**config.mk**
```make
export PLATFORM = sky130hd
export DESIGN_NAME = input_conditioner_flat
export DESIGN_NICKNAME = d
export VERILOG_FILES = /design/src/rtl/input_pkg.sv /design/src/rtl/input_conditioner_if.sv /design/src/rtl/input_conditioner_channel.sv /design/src/rtl/input_conditioner.sv /design/src/flat_wrapper.sv
export SDC_FILE = /design/constraint.sdc
export NUM_CORES = 1
export LEC_CHECK = 0
export ABC_AREA = 1
export CAP_MARGIN = 20
export CORE_MARGIN = 2
export CORE_UTILIZATION = 25
export CTS_BUF_LIST = sky130_fd_sc_hd__clkbuf_4 sky130_fd_sc_hd__clkbuf_8 sky130_fd_sc_hd__clkbuf_16
export DETAILED_ROUTE_END_ITERATION = 7
export GPL_TIMING_DRIVEN = 0
export RECOVER_POWER = 100
export SYNTH_ARGS = -nofsm -noshare
export SYNTH_HDL_FRONTEND = slang
export SYNTH_HIERARCHICAL = 1
export SYNTH_SLANG_ARGS = --single-unit
```
**constraint.sdc**
```tcl
create_clock -name clock -period 1.97 [get_ports clock]
set_input_delay 0.394 -clock clock [delete_from_list [all_inputs] [get_ports clock]]
set_output_delay 0.394 -clock clock [all_outputs]
set_load 0.01 [all_outputs]
```
**src/rtl/input_pkg.sv**
```systemverilog
// Shared types and helpers for the input conditioner: hold FSM states and
// the counter-width rule used by every per-channel counter.
package input_pkg;

   typedef enum logic [1:0] {
      IDLE    = 2'd0,
      PRESSED = 2'd1,
      HELD    = 2'd2
   } hold_state_t;

   localparam int STATE_W = 2;

   // One spare bit above $clog2 so a terminal count of exactly n is representable.
   function automatic int cnt_width(input int n);
      return $clog2(n) + 1;
   endfunction

endpackage

```
**src/rtl/input_conditioner_if.sv**
```systemverilog
// Pin-side bundle of the conditioner: raw inputs in, debounced levels and
// pulses out, plus the packed per-channel hold FSM state for observation.
interface input_conditioner_if #(
   parameter int WIDTH = 16
);

   logic [WIDTH-1:0]                        i_raw;
   logic [WIDTH-1:0]                        o_level;
   logic [WIDTH-1:0]                        o_press;
   logic [WIDTH-1:0]                        o_release;
   logic [WIDTH-1:0]                        o_repeat;
   logic [input_pkg::STATE_W*WIDTH-1:0]     o_dbg_state;

   modport master (
      output i_raw,
      input  o_level, o_press, o_release, o_repeat, o_dbg_state
   );

   modport slave (
      input  i_raw,
      output o_level, o_press, o_release, o_repeat, o_dbg_state
   );

endinterface

```
**src/rtl/input_conditioner_channel.sv**
```systemverilog
// One input channel: synchroniser, debounce counter and hold/repeat FSM.
// Every output is a flop; nothing combinational reaches the pins from i_raw.
module input_conditioner_channel
   import input_pkg::*;
#(
   parameter int SYNC_STAGES     = 2,
   parameter int DEBOUNCE_CYCLES = 4,
   parameter int HOLD_CYCLES     = 10,
   parameter int REPEAT_CYCLES   = 3
) (
   input  logic        clock,
   input  logic        reset_n,
   input  logic        i_raw,
   output logic        o_level,
   output logic        o_press,
   output logic        o_release,
   output logic        o_repeat,
   output hold_state_t o_state
);

   localparam int DW = cnt_width(DEBOUNCE_CYCLES);
   localparam int HW = cnt_width(HOLD_CYCLES);
   localparam int RW = cnt_width(REPEAT_CYCLES);
   localparam logic [DW-1:0] DEB_LAST  = DW'(DEBOUNCE_CYCLES - 1);
   localparam logic [HW-1:0] HOLD_LAST = (HOLD_CYCLES > 0) ? HW'(HOLD_CYCLES - 1) : '0;
   localparam logic [RW-1:0] REP_LAST  = RW'(REPEAT_CYCLES - 1);

   logic [SYNC_STAGES-1:0] r_sync;
   logic [DW-1:0]          r_deb_cnt;
   logic                   r_level;
   logic                   r_press;
   logic                   r_release;
   logic                   r_repeat;
   hold_state_t            r_state;
   hold_state_t            w_state_next;
   logic [HW-1:0]          r_hold_cnt;
   logic [HW-1:0]          w_hold_cnt_next;
   logic [RW-1:0]          r_rep_cnt;
   logic [RW-1:0]          w_rep_cnt_next;
   logic                   w_sync;
   logic                   w_flip;
   logic                   w_rise;
   logic                   w_fall;
   logic                   w_repeat;

   assign w_sync = r_sync[SYNC_STAGES-1];
   assign w_flip = (w_sync != r_level) && (r_deb_cnt == DEB_LAST);
   assign w_rise = w_flip && w_sync;
   assign w_fall = w_flip && !w_sync;

   // The FSM reacts to the flip in the same cycle the level register updates,
   // so press/release and the state change line up on one edge.
   always_comb begin
      w_state_next    = r_state;
      w_hold_cnt_next = r_hold_cnt;
      w_rep_cnt_next  = r_rep_cnt;
      w_repeat        = 1'b0;
      case (r_state)
         IDLE: begin
            if (w_rise) begin
               w_state_next    = PRESSED;
               w_hold_cnt_next = '0;
            end
         end
         PRESSED: begin
            if (w_fall) begin
               w_state_next = IDLE;
            end else if (HOLD_CYCLES > 0) begin
               if (r_hold_cnt == HOLD_LAST) begin
                  w_repeat       = 1'b1;
                  w_state_next   = HELD;
                  w_rep_cnt_next = '0;
               end else begin
                  w_hold_cnt_next = r_hold_cnt + 1'b1;
               end
            end
         end
         HELD: begin
            if (w_fall) begin
               w_state_next = IDLE;
            end else if (r_rep_cnt == REP_LAST) begin
               w_repeat       = 1'b1;
               w_rep_cnt_next = '0;
            end else begin
               w_rep_cnt_next = r_rep_cnt + 1'b1;
            end
         end
         default: w_state_next = IDLE;
      endcase
   end

   always_ff @(posedge clock or negedge reset_n) begin
      if (!reset_n) begin
         r_sync     <= '0;
         r_deb_cnt  <= '0;
         r_level    <= 1'b0;
         r_press    <= 1'b0;
         r_release  <= 1'b0;
         r_repeat   <= 1'b0;
         r_state    <= IDLE;
         r_hold_cnt <= '0;
         r_rep_cnt  <= '0;
      end else begin
         r_sync <= {r_sync[SYNC_STAGES-2:0], i_raw};
         if (w_sync == r_level) begin
            r_deb_cnt <= '0;
         end else if (w_flip) begin
            r_deb_cnt <= '0;
            r_level   <= w_sync;
         end else begin
            r_deb_cnt <= r_deb_cnt + 1'b1;
         end
         r_press    <= w_rise;
         r_release  <= w_fall;
         r_repeat   <= w_repeat;
         r_state    <= w_state_next;
         r_hold_cnt <= w_hold_cnt_next;
         r_rep_cnt  <= w_rep_cnt_next;
      end
   end

   assign o_level   = r_level;
   assign o_press   = r_press;
   assign o_release = r_release;
   assign o_repeat  = r_repeat;
   assign o_state   = r_state;

endmodule

```
**src/rtl/input_conditioner.sv**
```systemverilog
// Front-end conditioner for raw board inputs: WIDTH fully independent
// channels, each synchronised, debounced and given press/release/repeat pulses.
module input_conditioner
   import input_pkg::*;
#(
   parameter int WIDTH           = 16,
   parameter int SYNC_STAGES     = 2,
   parameter int DEBOUNCE_CYCLES = 4,
   parameter int HOLD_CYCLES     = 10,
   parameter int REPEAT_CYCLES   = 3
) (
   input  logic                clock,
   input  logic                reset_n,
   input_conditioner_if.slave  bus
);

   logic [WIDTH-1:0]         w_level;
   logic [WIDTH-1:0]         w_press;
   logic [WIDTH-1:0]         w_release;
   logic [WIDTH-1:0]         w_repeat;
   logic [STATE_W*WIDTH-1:0] w_state;

   for (genvar g = 0; g < WIDTH; g++) begin : g_chan
      hold_state_t w_ch_state;

      input_conditioner_channel #(
         .SYNC_STAGES     (SYNC_STAGES),
         .DEBOUNCE_CYCLES (DEBOUNCE_CYCLES),
         .HOLD_CYCLES     (HOLD_CYCLES),
         .REPEAT_CYCLES   (REPEAT_CYCLES)
      ) u_chan (
         .clock     (clock),
         .reset_n   (reset_n),
         .i_raw     (bus.i_raw[g]),
         .o_level   (w_level[g]),
         .o_press   (w_press[g]),
         .o_release (w_release[g]),
         .o_repeat  (w_repeat[g]),
         .o_state   (w_ch_state)
      );

      assign w_state[g*STATE_W +: STATE_W] = w_ch_state;
   end

   assign bus.o_level     = w_level;
   assign bus.o_press     = w_press;
   assign bus.o_release   = w_release;
   assign bus.o_repeat    = w_repeat;
   assign bus.o_dbg_state = w_state;

endmodule
```
**src/flat_wrapper.sv**
```systemverilog
// flat-port wrapper written by rule: the top's interface ports become plain ports
module input_conditioner_flat import input_pkg::*;
#(
   parameter int WIDTH           = 16,
   parameter int SYNC_STAGES     = 2,
   parameter int DEBOUNCE_CYCLES = 4,
   parameter int HOLD_CYCLES     = 10,
   parameter int REPEAT_CYCLES   = 3
)
  (clock, reset_n, bus_i_raw, bus_o_level, bus_o_press, bus_o_release, bus_o_repeat, bus_o_dbg_state);
  input_conditioner_if #(.WIDTH(WIDTH)) bus_i ();
  input  logic clock;
  input  logic reset_n;
  input wire logic [$bits(bus_i.i_raw)-1:0] bus_i_raw;
  output wire logic [$bits(bus_i.o_level)-1:0] bus_o_level;
  output wire logic [$bits(bus_i.o_press)-1:0] bus_o_press;
  output wire logic [$bits(bus_i.o_release)-1:0] bus_o_release;
  output wire logic [$bits(bus_i.o_repeat)-1:0] bus_o_repeat;
  output wire logic [$bits(bus_i.o_dbg_state)-1:0] bus_o_dbg_state;
  assign bus_i.i_raw = bus_i_raw;
  assign bus_o_level = bus_i.o_level;
  assign bus_o_press = bus_i.o_press;
  assign bus_o_release = bus_i.o_release;
  assign bus_o_repeat = bus_i.o_repeat;
  assign bus_o_dbg_state = bus_i.o_dbg_state;
  input_conditioner #(.WIDTH(WIDTH), .SYNC_STAGES(SYNC_STAGES), .DEBOUNCE_CYCLES(DEBOUNCE_CYCLES), .HOLD_CYCLES(HOLD_CYCLES), .REPEAT_CYCLES(REPEAT_CYCLES)) u_core (.clock(clock), .reset_n(reset_n), .bus(bus_i));
endmodule
```
Word-level counts from Yosys, hierarchy flattened
Cells that the tools add are included.
{"block": "op_classes", "n_mul": 0, "n_bitwise": 16, "shifts": 0, "reduce_logical": 176, "n_eq_ne": 224, "mux": 336, "magnitude_cmp": 0, "n_div": 0, "add_sub_neg": 48}
{"operator": "2-to-1 mux 3 bit", "n": 96}
{"operator": "2-to-1 mux 5 bit", "n": 48}
{"operator": "inequality test 2 bit, second input constant", "n": 96}
{"operator": "case mux 5 bit (2 select lines)", "n": 16}
{"operator": "2-to-1 mux 2 bit", "n": 64}
{"operator": "AND reduction 4 bit", "n": 32}
{"operator": "adder 3 x 1 -> 3 bit, second input constant", "n": 32}
{"operator": "== test 3 x 2 -> 1 bit, second input constant", "n": 32}
{"operator": "case mux 2 bit (3 select lines)", "n": 16}
{"operator": "case mux 3 bit (2 select lines)", "n": 16}
{"operator": "adder 5 x 1 -> 5 bit, second input constant", "n": 16}
{"operator": "== test 5 x 4 -> 1 bit, second input constant", "n": 16}
{"operator": "2-to-1 mux 1 bit", "n": 64}
{"operator": "nonzero test 2 bit", "n": 32}
{"operator": "logical AND 1 bit", "n": 48}
{"operator": "inequality test 3 bit, second input constant", "n": 16}
{"operator": "AND reduction 3 bit", "n": 16}
{"operator": "== test 2 x 1 -> 1 bit, second input constant", "n": 16}
{"operator": "== test 2 bit, second input constant", "n": 16}
{"operator": "logical NOT 2 bit", "n": 16}
{"operator": "case mux 1 bit (2 select lines)", "n": 16}
{"operator": "AND reduction 2 bit", "n": 16}
{"operator": "== test 1 bit", "n": 16}
{"operator": "logical NOT 1 bit", "n": 16}
{"operator": "2 further kinds", "n": 32}
{"block": "totals", "latchBits": 0, "mem_bits_ro": 0, "output_inout_bits": 96, "memories": 0, "ff_bits": 304, "mem_bits_rw": 0}

Longest topological paths before layout
Gate-level depths: netlist of the first run.
{"block": "depth", "depth_word": 5, "mapped_depth": 10, "ltp_nobuf": 10}

By module
The synthesis of the first run kept the hierarchy.
{"mod": "input_conditioner_channel at u_core.g_chan[10].u_chan ...", "cells_per_inst": 128, "seq_area_each_um2": 475.5, "instances": 8, "area_per_inst_um2": 1076.0}
{"mod": "input_conditioner_channel at u_core.g_chan[4].u_chan ...", "cells_per_inst": 135, "seq_area_each_um2": 475.5, "instances": 5, "area_per_inst_um2": 1088.5}
{"mod": "input_conditioner_channel at u_core.g_chan[9].u_chan", "cells_per_inst": 131, "seq_area_each_um2": 475.5, "instances": 1, "area_per_inst_um2": 1077.3}
{"mod": "input_conditioner_channel at u_core.g_chan[0].u_chan", "cells_per_inst": 134, "seq_area_each_um2": 475.5, "instances": 1, "area_per_inst_um2": 1059.8}
{"mod": "input_conditioner_channel at u_core.g_chan[3].u_chan", "cells_per_inst": 129, "seq_area_each_um2": 475.5, "instances": 1, "area_per_inst_um2": 1052.3}

Worst setup path before layout of the first run
OpenSTA, ideal clock, no wires.
{"block": "synth_path", "path_type": "register to register", "from": "reg u_core.g_chan[10].u_chan.r_state[1]", "to": "reg u_core.g_chan[10].u_chan.r_hold_cnt[0]", "path_buffers": 0, "arrival_time_ns": 1.313, "synth_period_minus_slack_ns": 1.434, "stages_incl_launch_ff": 8, "t_required_ns": 1.849, "path_slack_ns": 0.536, "cell_sequence": "dfrtp_1 -> inv_1 -> ha_1 -> or2_2 -> nand2_4 -> nor2_8 -> nand2_1 -> nand2_1"}
{"block": "synth_between", "elab_chain_len": 3, "elab_cells_between_ends": 8}
{"element": "start, declared", "line": "input_conditioner_channel.sv:34", "source": "hold_state_t r_state;"}
{"element": "start signal, assigned", "line": "input_conditioner_channel.sv:116", "source": "r_state <= w_state_next;"}
{"element": "== test 2 x 1 -> 1 bit or logical NOT 2 bit (tied branches)", "line": "input_conditioner_channel.sv:58", "source": "case (r_state)"}
{"element": "inequality test 2 bit (no line) or nonzero test 2 bit (tied branches)"}
{"element": "AND reduction 4 bit (no line)"}
{"element": "end signal, assigned", "line": "input_conditioner_channel.sv:117", "source": "r_hold_cnt <= w_hold_cnt_next;"}
{"element": "end, declared", "line": "input_conditioner_channel.sv:36", "source": "logic [HW-1:0] r_hold_cnt;"}
Parallel ways exist; a longest one is shown, timed or not.
A chain may end at the register's enable or synchronous reset.

Final worst setup path of the first run
{"block": "layout_path", "from": "reg u_core.g_chan[8].u_chan.r_repeat", "to": "out bus_o_repeat[8]"}
{"element": "start, declared", "line": "input_conditioner_channel.sv:33", "source": "logic r_repeat;"}
{"element": "start signal, assigned", "line": "input_conditioner_channel.sv:115", "source": "r_repeat <= w_repeat;"}
{"element": "end, declared", "line": "flat_wrapper.sv:18", "source": "output wire logic [$bits(bus_i.o_repeat)-1:0] bus_o_repeat;"}
No word-level cell between the ends.

==> results of run 1 <==
report_power, final:
group          internal, W  switching, W  leakage, nW  total, W
clock network      0.00470       0.00280        0.679   0.00750
logic              0.00298       0.00486         5.52   0.00784
registers          0.00722      0.000909         4.06   0.00813
total               0.0149       0.00857         10.3    0.0235
routing by layer:
layer	GRT usage [%]	vias up	share of wire, %
met3	2.60	57	5.1
met1	12.6	5955	50
li1	-	7020	-
met5	0	-	0.037
met2	14.8	145	43
met4	2.95	2	2.3
cell type report:
type	instances	share of cell area, %
Clock buffer	51	5.52
Inverter	280	5.13
Sequential cell	304	37.1
Tap cell	882	5.38
Clock inverter	17	1.09
Multi-Input combinational cell	1502	39.4
Timing Repair Buffer	122	5.95
Buffer	7	0.384
registers in the layout, summed over array words and instances (netlist names):
| register | cells |
|---|---|
| u_core/g_chan.u_chan/o_release | 16 |
| u_core/g_chan.u_chan/o_repeat | 16 |
| u_core/g_chan.u_chan/o_press | 16 |
| u_core/g_chan.u_chan/o_level | 16 |
| u_core/g_chan.u_chan/r_hold_cnt | 80 |
| u_core/g_chan.u_chan/r_deb_cnt | 48 |
| u_core/g_chan.u_chan/o_state | 32 |
| u_core/g_chan.u_chan/r_sync | 32 |
| u_core/g_chan.u_chan/r_rep_cnt | 48 |
logic make-up (layout without fill, tap and decap cells):
group / after synthesis / count (layout)
adder cells (fa/ha/maj): 96 / 96
XOR/XNOR: 17 / 17
AND/OR/NAND/NOR: 1261 / 1261
flip-flops: 304 / 304
buffers and inverters: 287 / 477
AO/OA/AOI/OAI: 128 / 128
worst reg2reg max path: cells and delay by family, from the launching register on:
kind                       cells  cell delay [ns]
adders and majority gates      1             0.25
buffers and inverters          2             0.35
DFF                            1             0.39
and+or+nand+nor                5             0.68
how the worst max path moves through the flow:
stage / end / startpoint / cells past startpoint
floorplan: u_core/g_chan[10].u_chan/r_hold_cnt[0] / u_core/g_chan[10].u_chan/o_state[1] / 7
global placement: u_core/g_chan[12].u_chan/r_rep_cnt[0] / reset_n / 1
detailed placement: u_core/g_chan[12].u_chan/o_repeat / u_core/g_chan[12].u_chan/o_state[1] / 6
CTS: bus_o_dbg_state[13] / u_core/g_chan[6].u_chan/o_state[1] / 1
global route: bus_o_dbg_state[10] / u_core/g_chan[5].u_chan/o_state[0] / 1
finish: bus_o_repeat[8] / u_core/g_chan[8].u_chan/o_repeat / 1
through the flow:
step                hold WS, ns  setup slack [ns]   TNS [ns]  instances  utilization, %
floorplan                0.0984             0.536          0       2093               -
global placement          0.331            -13.65   -4132.26       3088            28.4
detailed placement        0.335             0.373          0       3090            28.5
CTS                       0.234           0.00241          0       3161            30.5
global route              0.357         -0.000846  -0.000846       3165            29.9
finish                    0.344            0.0742          0       3165            29.9
cells in the final DEF (no fill, tap or decap), types with 36 or more instances in the layout:
cell type                         synthesis  layout
sky130_fd_sc_hd__nor3_1                  36      36
sky130_fd_sc_hd__nand3_1                202     207
sky130_fd_sc_hd__nor2_1                 179     213
sky130_fd_sc_hd__dfrtp_1                304     304
sky130_fd_sc_hd__inv_1                  243     252
sky130_fd_sc_hd__nand2_1                552     600
sky130_fd_sc_hd__nand4_1                 65      65
sky130_fd_sc_hd__o21bai_1                41      41
sky130_fd_sc_hd__o21ai_0                 34      56
sky130_fd_sc_hd__dlygate4sd3_1            0      56
sky130_fd_sc_hd__clkdlybuf4s50_1          0      42
sky130_fd_sc_hd__clkbuf_16                0      41
sky130_fd_sc_hd__ha_1                    96      96
what timing repair did:
action	CTS	global route
endpoints found under the hold margin	89	0
setup endpoints to repair	11	8
gates cloned	0	0
pin swaps	0	0
buffers inserted	2	4
hold buffers	1	0
gates resized for setup	9	6
==> Implementation_results.wiki, run 1 <==
{| class="wikitable"
! Metric !! Value
|-
| Starting utilization of the core area || 25.2%
|-
| Post-synthesis cell area || ~17000 um^2
|-
| Total routing resource utilization after global routing || 9.46%
|-
| Post-synth top area share || between 40% and 50%
|-
| Hold WC Path Type || register to register
|-
| Total power after layout || 0.0235 W
|-
| Delay of the slowest critical-path stage || 0.60 ns
|-
| Leading cell types by total area after synthesis || sky130_fd_sc_hd__dfrtp_1 (44%), sky130_fd_sc_hd__nand2_1 (12%), sky130_fd_sc_hd__ha_1 (7.0%)
|-
| Worst path buffer plus inverter count || 1
|-
| Leakage power summed over all cells || about 10 nW
|-
| Grt total ovfl || 0
|-
| TritonCTS buffer count || 40
|-
| Synthesized Nets || 2207
|-
| Top FF cell, synth || sky130_fd_sc_hd__dfrtp_1
|-
| Reg-to-Reg End || u_core/g_chan[9].u_chan/r_hold_cnt[1]
|-
| Pin count of the biggest net entering global routing || 112
|-
| Instance count of the mapped netlist || 2093
|-
| Portion of the post-synthesis area used by sequential elements || 44.1%
|-
| Avg Cell Area, Syn || 8.24 um^2
|-
| Final wirelength || 32800 um
|-
| Max VDD drop || 0.699 mV
|-
| Number of H-tree levels || 2
|-
| Ordered cell list for the critical path || dlygate4sd3_1
|-
| Remaining antenna violation count after routing || 0
|-
| Hold EP || u_core/g_chan[13].u_chan/r_sync[1]
|-
| Critical Setup Path Class || register to primary output
|-
| Instance count along the most critical hold path || 0
|-
| Number of port buffers || 113
|-
| Post-synthesis adder-cell area fraction || 6.97%
|-
| Most used standard cells in the synthesized netlist || sky130_fd_sc_hd__nand2_1 (552), sky130_fd_sc_hd__dfrtp_1 (304), sky130_fd_sc_hd__inv_1 (243)
|-
| Status || finished, final reports clean
|-
| Clock latency at the later pin of the worst-skew pair || approximately 0.54 ns
|-
| Yosys warning total || 6
|-
| Cell depth of the worst flop-to-flop path || 8
|-
| Cell area power density || ~1100 nW/um^2
|-
| Placed Instance Area || roughly 20000 um^2
|-
| Register bit count reported by yosys || 304
|-
| Main combinational cell family by area after synthesis || simple AND/OR/NAND/NOR gates
|-
| Proportion of synthesized area in mux cells || 0%
|-
| Clock transition at the registers of the reported paths || 0.06 ns
|-
| Cell area after layout || 20500 um^2
|-
| Average wire per cell in the routed design || 10.3 um
|-
| Endpoint required time on the critical path || 1.58 ns
|-
| Clock tree from TritonCTS || yes
|-
| Actual slew at the worst max-slew pin || roughly 0.70 ns
|-
| Initial detailed-routing violation count || 656
|-
| Final Setup Violations || 0
|-
| Die Footprint || 71100 um^2
|-
| Number of synthesized flops with an enable pin || 0
|-
| Post-synthesis compound-gate area fraction || 4.72%
|-
| Standard cell core area || 68500 um^2
|-
| Total clock sinks || just over 300
|-
| Highest net fanout along the worst path || 1
|-
| Height of the chip || 267 um
|-
| Largest delay share family, worst path || buffers and inverters
|-
| Global-route wire length before repair || 57700 um
|-
| Largest clock skew in the final design || 0.0108 ns
|-
| Hpwl dp || 22500 um
|-
| Library cell with the highest instance count after synthesis || sky130_fd_sc_hd__nand2_1
|-
| Startpoint type of the worst setup path || register
|-
| Number of antenna violations at the first check in global routing || 1
|-
| Area occupied by multi-input gates || between 8000 and 9000 um^2
|-
| Arrival time at the worst endpoint || 1.50 ns
|-
| Post-synth ARST share || 100%
|-
| Root cell of the clock tree || sky130_fd_sc_hd__clkbuf_16
|-
| CTS max path bufs || 3
|-
| Total of max-cap violations || 0
|-
| Min-delay src || u_core/g_chan[13].u_chan/r_sync[0]
|-
| Setup slack on the worst flop-to-flop path || 0.18 ns
|-
| Hold Fails Final Rpt || 0
|-
| Number of global-route vias before repair || 12400
|-
| Synthesized-area fraction occupied by xor and xnor cells || 0.864%
|-
| Antenna fix cells || 0
|-
| Final clock period utilization by the worst path || 96.2%
|-
| Io pins || approximately 110
|-
| Chip Width || 267 um
|-
| Clock period minus worst slack || 1.90 ns
|-
| Via density per instance || 4.16
|-
| Register cell area after layout || roughly 7600 um^2
|-
| Via total after detailed routing || 13200
|-
| Total DRC errors in the routed layout || 0
|-
| CP Capture Type || primary output
|-
| Filler cells || roughly 7300
|-
| Number of distinct library cell variants in the gate-level netlist after synthesis || 31
|-
| Synth-to-layout area growth || 18.9%
|-
| Pins Over Slew Limit || 0
|-
| RePlAce Congestion || between 0.7 and 0.8
|-
| Fraction of layout instances using a drive strength above 1 || between 10% and 20%
|-
| Layout net count || roughly 2400
|-
| Fmax || ~530 MHz
|-
| Row count || 96
|-
| Fraction of the mapped netlist area in simple logic gates || 36.8%
|-
| Post-synthesis cell type with the largest combined area || sky130_fd_sc_hd__dfrtp_1
|-
| TritonRoute pass-1 iters || 5
|-
| Highest-delay cell along the critical path || sky130_fd_sc_hd__dlygate4sd3_1
|-
| Max-slew headroom || 53.3%
|-
| R2R Path Start || u_core/g_chan[9].u_chan/o_state[1]
|}
Power figures use the tool's default switching activity.
==> run 2: changes to the inputs <==
==> constraint.sdc (replaced) <==
create_clock -name clock -period 1.97 [get_ports clock]
set_input_delay 0.394 -clock clock [delete_from_list [all_inputs] [get_ports clock]]
set_output_delay 0.394 -clock clock [all_outputs]
set_load 0.05 [all_outputs]
==> Implementation_results.wiki, run 2 (same netlist as run 1, synthesis figures left out) <==
{| class="wikitable"
! Metric !! Value
|-
| Max VDD drop || 0.757 mV
|-
| Endpoint required time on the critical path || 1.58 ns
|-
| Row count || 96
|-
| Starting utilization of the core area || 25.2%
|-
| Grt total ovfl || 0
|-
| Final clock period utilization by the worst path || 95.6%
|-
| Initial detailed-routing violation count || about 660
|-
| Hold WC Path Type || register to register
|-
| Height of the chip || around 270 um
|-
| Number of H-tree levels || 2
|-
| Highest-count cells in the layout ignoring fill and taps || sky130_fd_sc_hd__nand2_1 (600), sky130_fd_sc_hd__dfrtp_1 (304), sky130_fd_sc_hd__inv_1 (253), sky130_fd_sc_hd__nor2_1 (214), sky130_fd_sc_hd__nand3_1 (206)
|-
| Pins Over Slew Limit || 0
|-
| Final Setup Violations || 0
|-
| Final wirelength || 32700 um
|-
| Total DRC errors in the routed layout || 0
|-
| Average wire per cell in the routed design || 10.4 um
|-
| Total routing resource utilization after global routing || 9.47%
|-
| Cell area after layout || between 20000 and 25000 um^2
|-
| Root cell of the clock tree || sky130_fd_sc_hd__clkbuf_16
|-
| Combinational power share || 35.8%
|-
| Via total after detailed routing || 13200
|-
| Fraction of layout instances using a drive strength above 1 || 10.2%
|-
| Fmax || 531 MHz
|-
| Die Footprint || approximately 71000 um^2
|-
| Ordered cell list for the critical path || clkdlybuf4s15_1
|-
| Max-slew headroom || 53.3%
|-
| Placed Instance Area || slightly below 20000 um^2
|-
| Arrival time at the worst endpoint || roughly 1.5 ns
|-
| Highest-delay cell along the critical path || sky130_fd_sc_hd__clkdlybuf4s15_1
|-
| Number of global-route vias before repair || 12400
|-
| Worst path buffer plus inverter count || 1
|-
| Switch share || 39.6%
|-
| Critical Setup Path Class || register to primary output
|-
| Startpoint type of the worst setup path || register
|-
| Power dissipated by switching net loads || 0.00964 W
|-
| RePlAce Congestion || slightly below 0.8
|-
| Pin count of the biggest net entering global routing || 112
|-
| CTS max path bufs || 3
|-
| Antenna fix cells || 0
|-
| Setup repair after global routing missed its margin || false
|-
| Post-Layout Cell Count || 3159
|-
| Largest clock skew in the final design || roughly 0.0099 ns
|-
| Clock transition at the registers of the reported paths || 0.06 ns
|-
| Largest delay share family, worst path || buffers and inverters
|-
| Biggest registers after layout || u_core/g_chan.u_chan/r_hold_cnt (80), u_core/g_chan.u_chan/r_deb_cnt (48), u_core/g_chan.u_chan/r_rep_cnt (48)
|-
| Hpwl dp || 22500 um
|-
| Largest Register || u_core/g_chan.u_chan/r_hold_cnt
|-
| Via density per instance || 4.17
|-
| Number of buffers inserted by post-CTS setup repair || 0
|-
| Most frequent standard cell in the layout excluding fill and tap cells || sky130_fd_sc_hd__nand2_1
|-
| Hold Fails Final Rpt || 0
|-
| Total clock sinks || 304
|-
| Number of antenna violations at the first check in global routing || 1
|-
| Layout net count || 2365
|-
| Inst Count DP || 3090
|-
| Cell area power density || 1200 nW/um^2
|-
| Actual slew at the worst max-slew pin || 0.700 ns
|-
| Total of max-cap violations || 0
|-
| Clock period minus worst slack || around 1.9 ns
|-
| Number of port buffers || ~110
|-
| Highest net fanout along the worst path || 5
|-
| Standard cell core area || 68500 um^2
|-
| Delay of the slowest critical-path stage || 0.53 ns
|-
| Largest register FFs || 80
|-
| Total power after layout || 0.0243 W
|-
| Clock tree from TritonCTS || yes
|-
| TritonRoute pass-1 iters || 5
|-
| Part of the total power dissipated in sequential elements || approximately 33%
|-
| Remaining antenna violation count after routing || 0
|-
| Global-route wire length before repair || 57800 um
|-
| Leakage power summed over all cells || 10.4 nW
|-
| Clock latency at the later pin of the worst-skew pair || 0.54 ns
|-
| TritonCTS buffer count || 40
|-
| Chip Width || 267 um
|-
| Synth-to-layout area growth || 18.1%
|-
| CP Capture Type || primary output
|-
| Status || finished, final reports clean
|-
| Int Pwr || 0.0147 W
|-
| Part of the total power dissipated in the clock network || between 30% and 40%
|-
| Io pins || 114
|}
## run 2: cell type report
type	count	area, um^2
clock inverters	17	224
flip-flops and latches	304	7610
fillers	7304	48100
multi-input cells	1502	8080
inverters	280	1050
plain buffers	7	78.8
repair buffers	116	1080
well taps	882	1100
clock buffers	51	1130
## run 2: final timing paths
kind	startpoint	end	slack (ns)	cells after the start
worst max-delay path	u_core/g_chan[3].u_chan/o_level	bus_o_level[3]	0.09	1
max in group asynchronous	reset_n	u_core/g_chan[12].u_chan/r_rep_cnt[2]	0.38	3
worst min-delay path	u_core/g_chan[13].u_chan/r_sync[0]	u_core/g_chan[13].u_chan/r_sync[1]	0.34	0
worst min register to register	u_core/g_chan[13].u_chan/r_sync[0]	u_core/g_chan[13].u_chan/r_sync[1]	0.34	0
min in group asynchronous	reset_n	u_core/g_chan[0].u_chan/o_press	0.49	2
worst max register to register	u_core/g_chan[9].u_chan/o_state[1]	u_core/g_chan[9].u_chan/r_hold_cnt[1]	0.18	8
## run 2: metal layers
metal | up-vias | routed length [um] | track usage (%)
met5 | - | 12 | 0
met4 | 2 | 741 | 2.95
met3 | 57 | 1730 | 2.60
met2 | 158 | 14100 | 14.8
met1 | 5945 | 16200 | 12.7
li1 | 7010 | - | -
## run 2: through the flow
stage | hold WS, ns | setup TNS, ns | util [%] | setup WS (ns)
2_1_floorplan | 0.0984 | 0 | - | 0.235
6_report | 0.343 | 0 | 29.7 | 0.0857
4_1_cts | 0.234 | 0 | 30.4 | 0.00322
5_1_grt | 0.357 | 0 | 29.7 | 0.00261
3_5_place_dp | 0.335 | 0 | 28.5 | 0.138
3_3_place_gp | 0.331 | -4132.26 | 28.4 | -13.65
## run 2: worst reg2reg max path, cell delays in order (launching register included)
cell                      delay (ns)
sky130_fd_sc_hd__dfrtp_1        0.39
sky130_fd_sc_hd__inv_1          0.08
sky130_fd_sc_hd__ha_1           0.25
sky130_fd_sc_hd__inv_1          0.27
sky130_fd_sc_hd__nand2_1        0.08
sky130_fd_sc_hd__nand2_1        0.20
sky130_fd_sc_hd__nand3_1        0.24
sky130_fd_sc_hd__nand2_1        0.11
sky130_fd_sc_hd__nand2_1        0.05
## run 2: timing repair
item | CTS | global route
hold buffers | 1 | 0
endpoints found under the setup margin | 96 | 9
resized for setup | 106 | 9
endpoints found under the hold margin | 89 | 0
## run 2: power by group through the flow
stage | Clock, W | Sequential, W | Combinational, W
2_1_floorplan | 0 | 0.00933 | 0.00616
3_3_place_gp | 0 | 0.00828 | 0.00950
3_5_place_dp | 0 | 0.00827 | 0.00954
4_1_cts | 0.00791 | 0.00816 | 0.00938
5_1_grt | 0.00811 | 0.00833 | 0.00990
6_report | 0.00749 | 0.00814 | 0.00871
==> run 3: changes to the inputs <==
--- a/config.mk
+++ b/config.mk
@@ -17,3 +17,4 @@
 export SYNTH_HDL_FRONTEND = slang
 export SYNTH_HIERARCHICAL = 1
 export SYNTH_SLANG_ARGS = --single-unit
+export TNS_END_PERCENT = 100
==> results of run 3 <==
Final layout, timing and power as in run 2 (identical DEF).
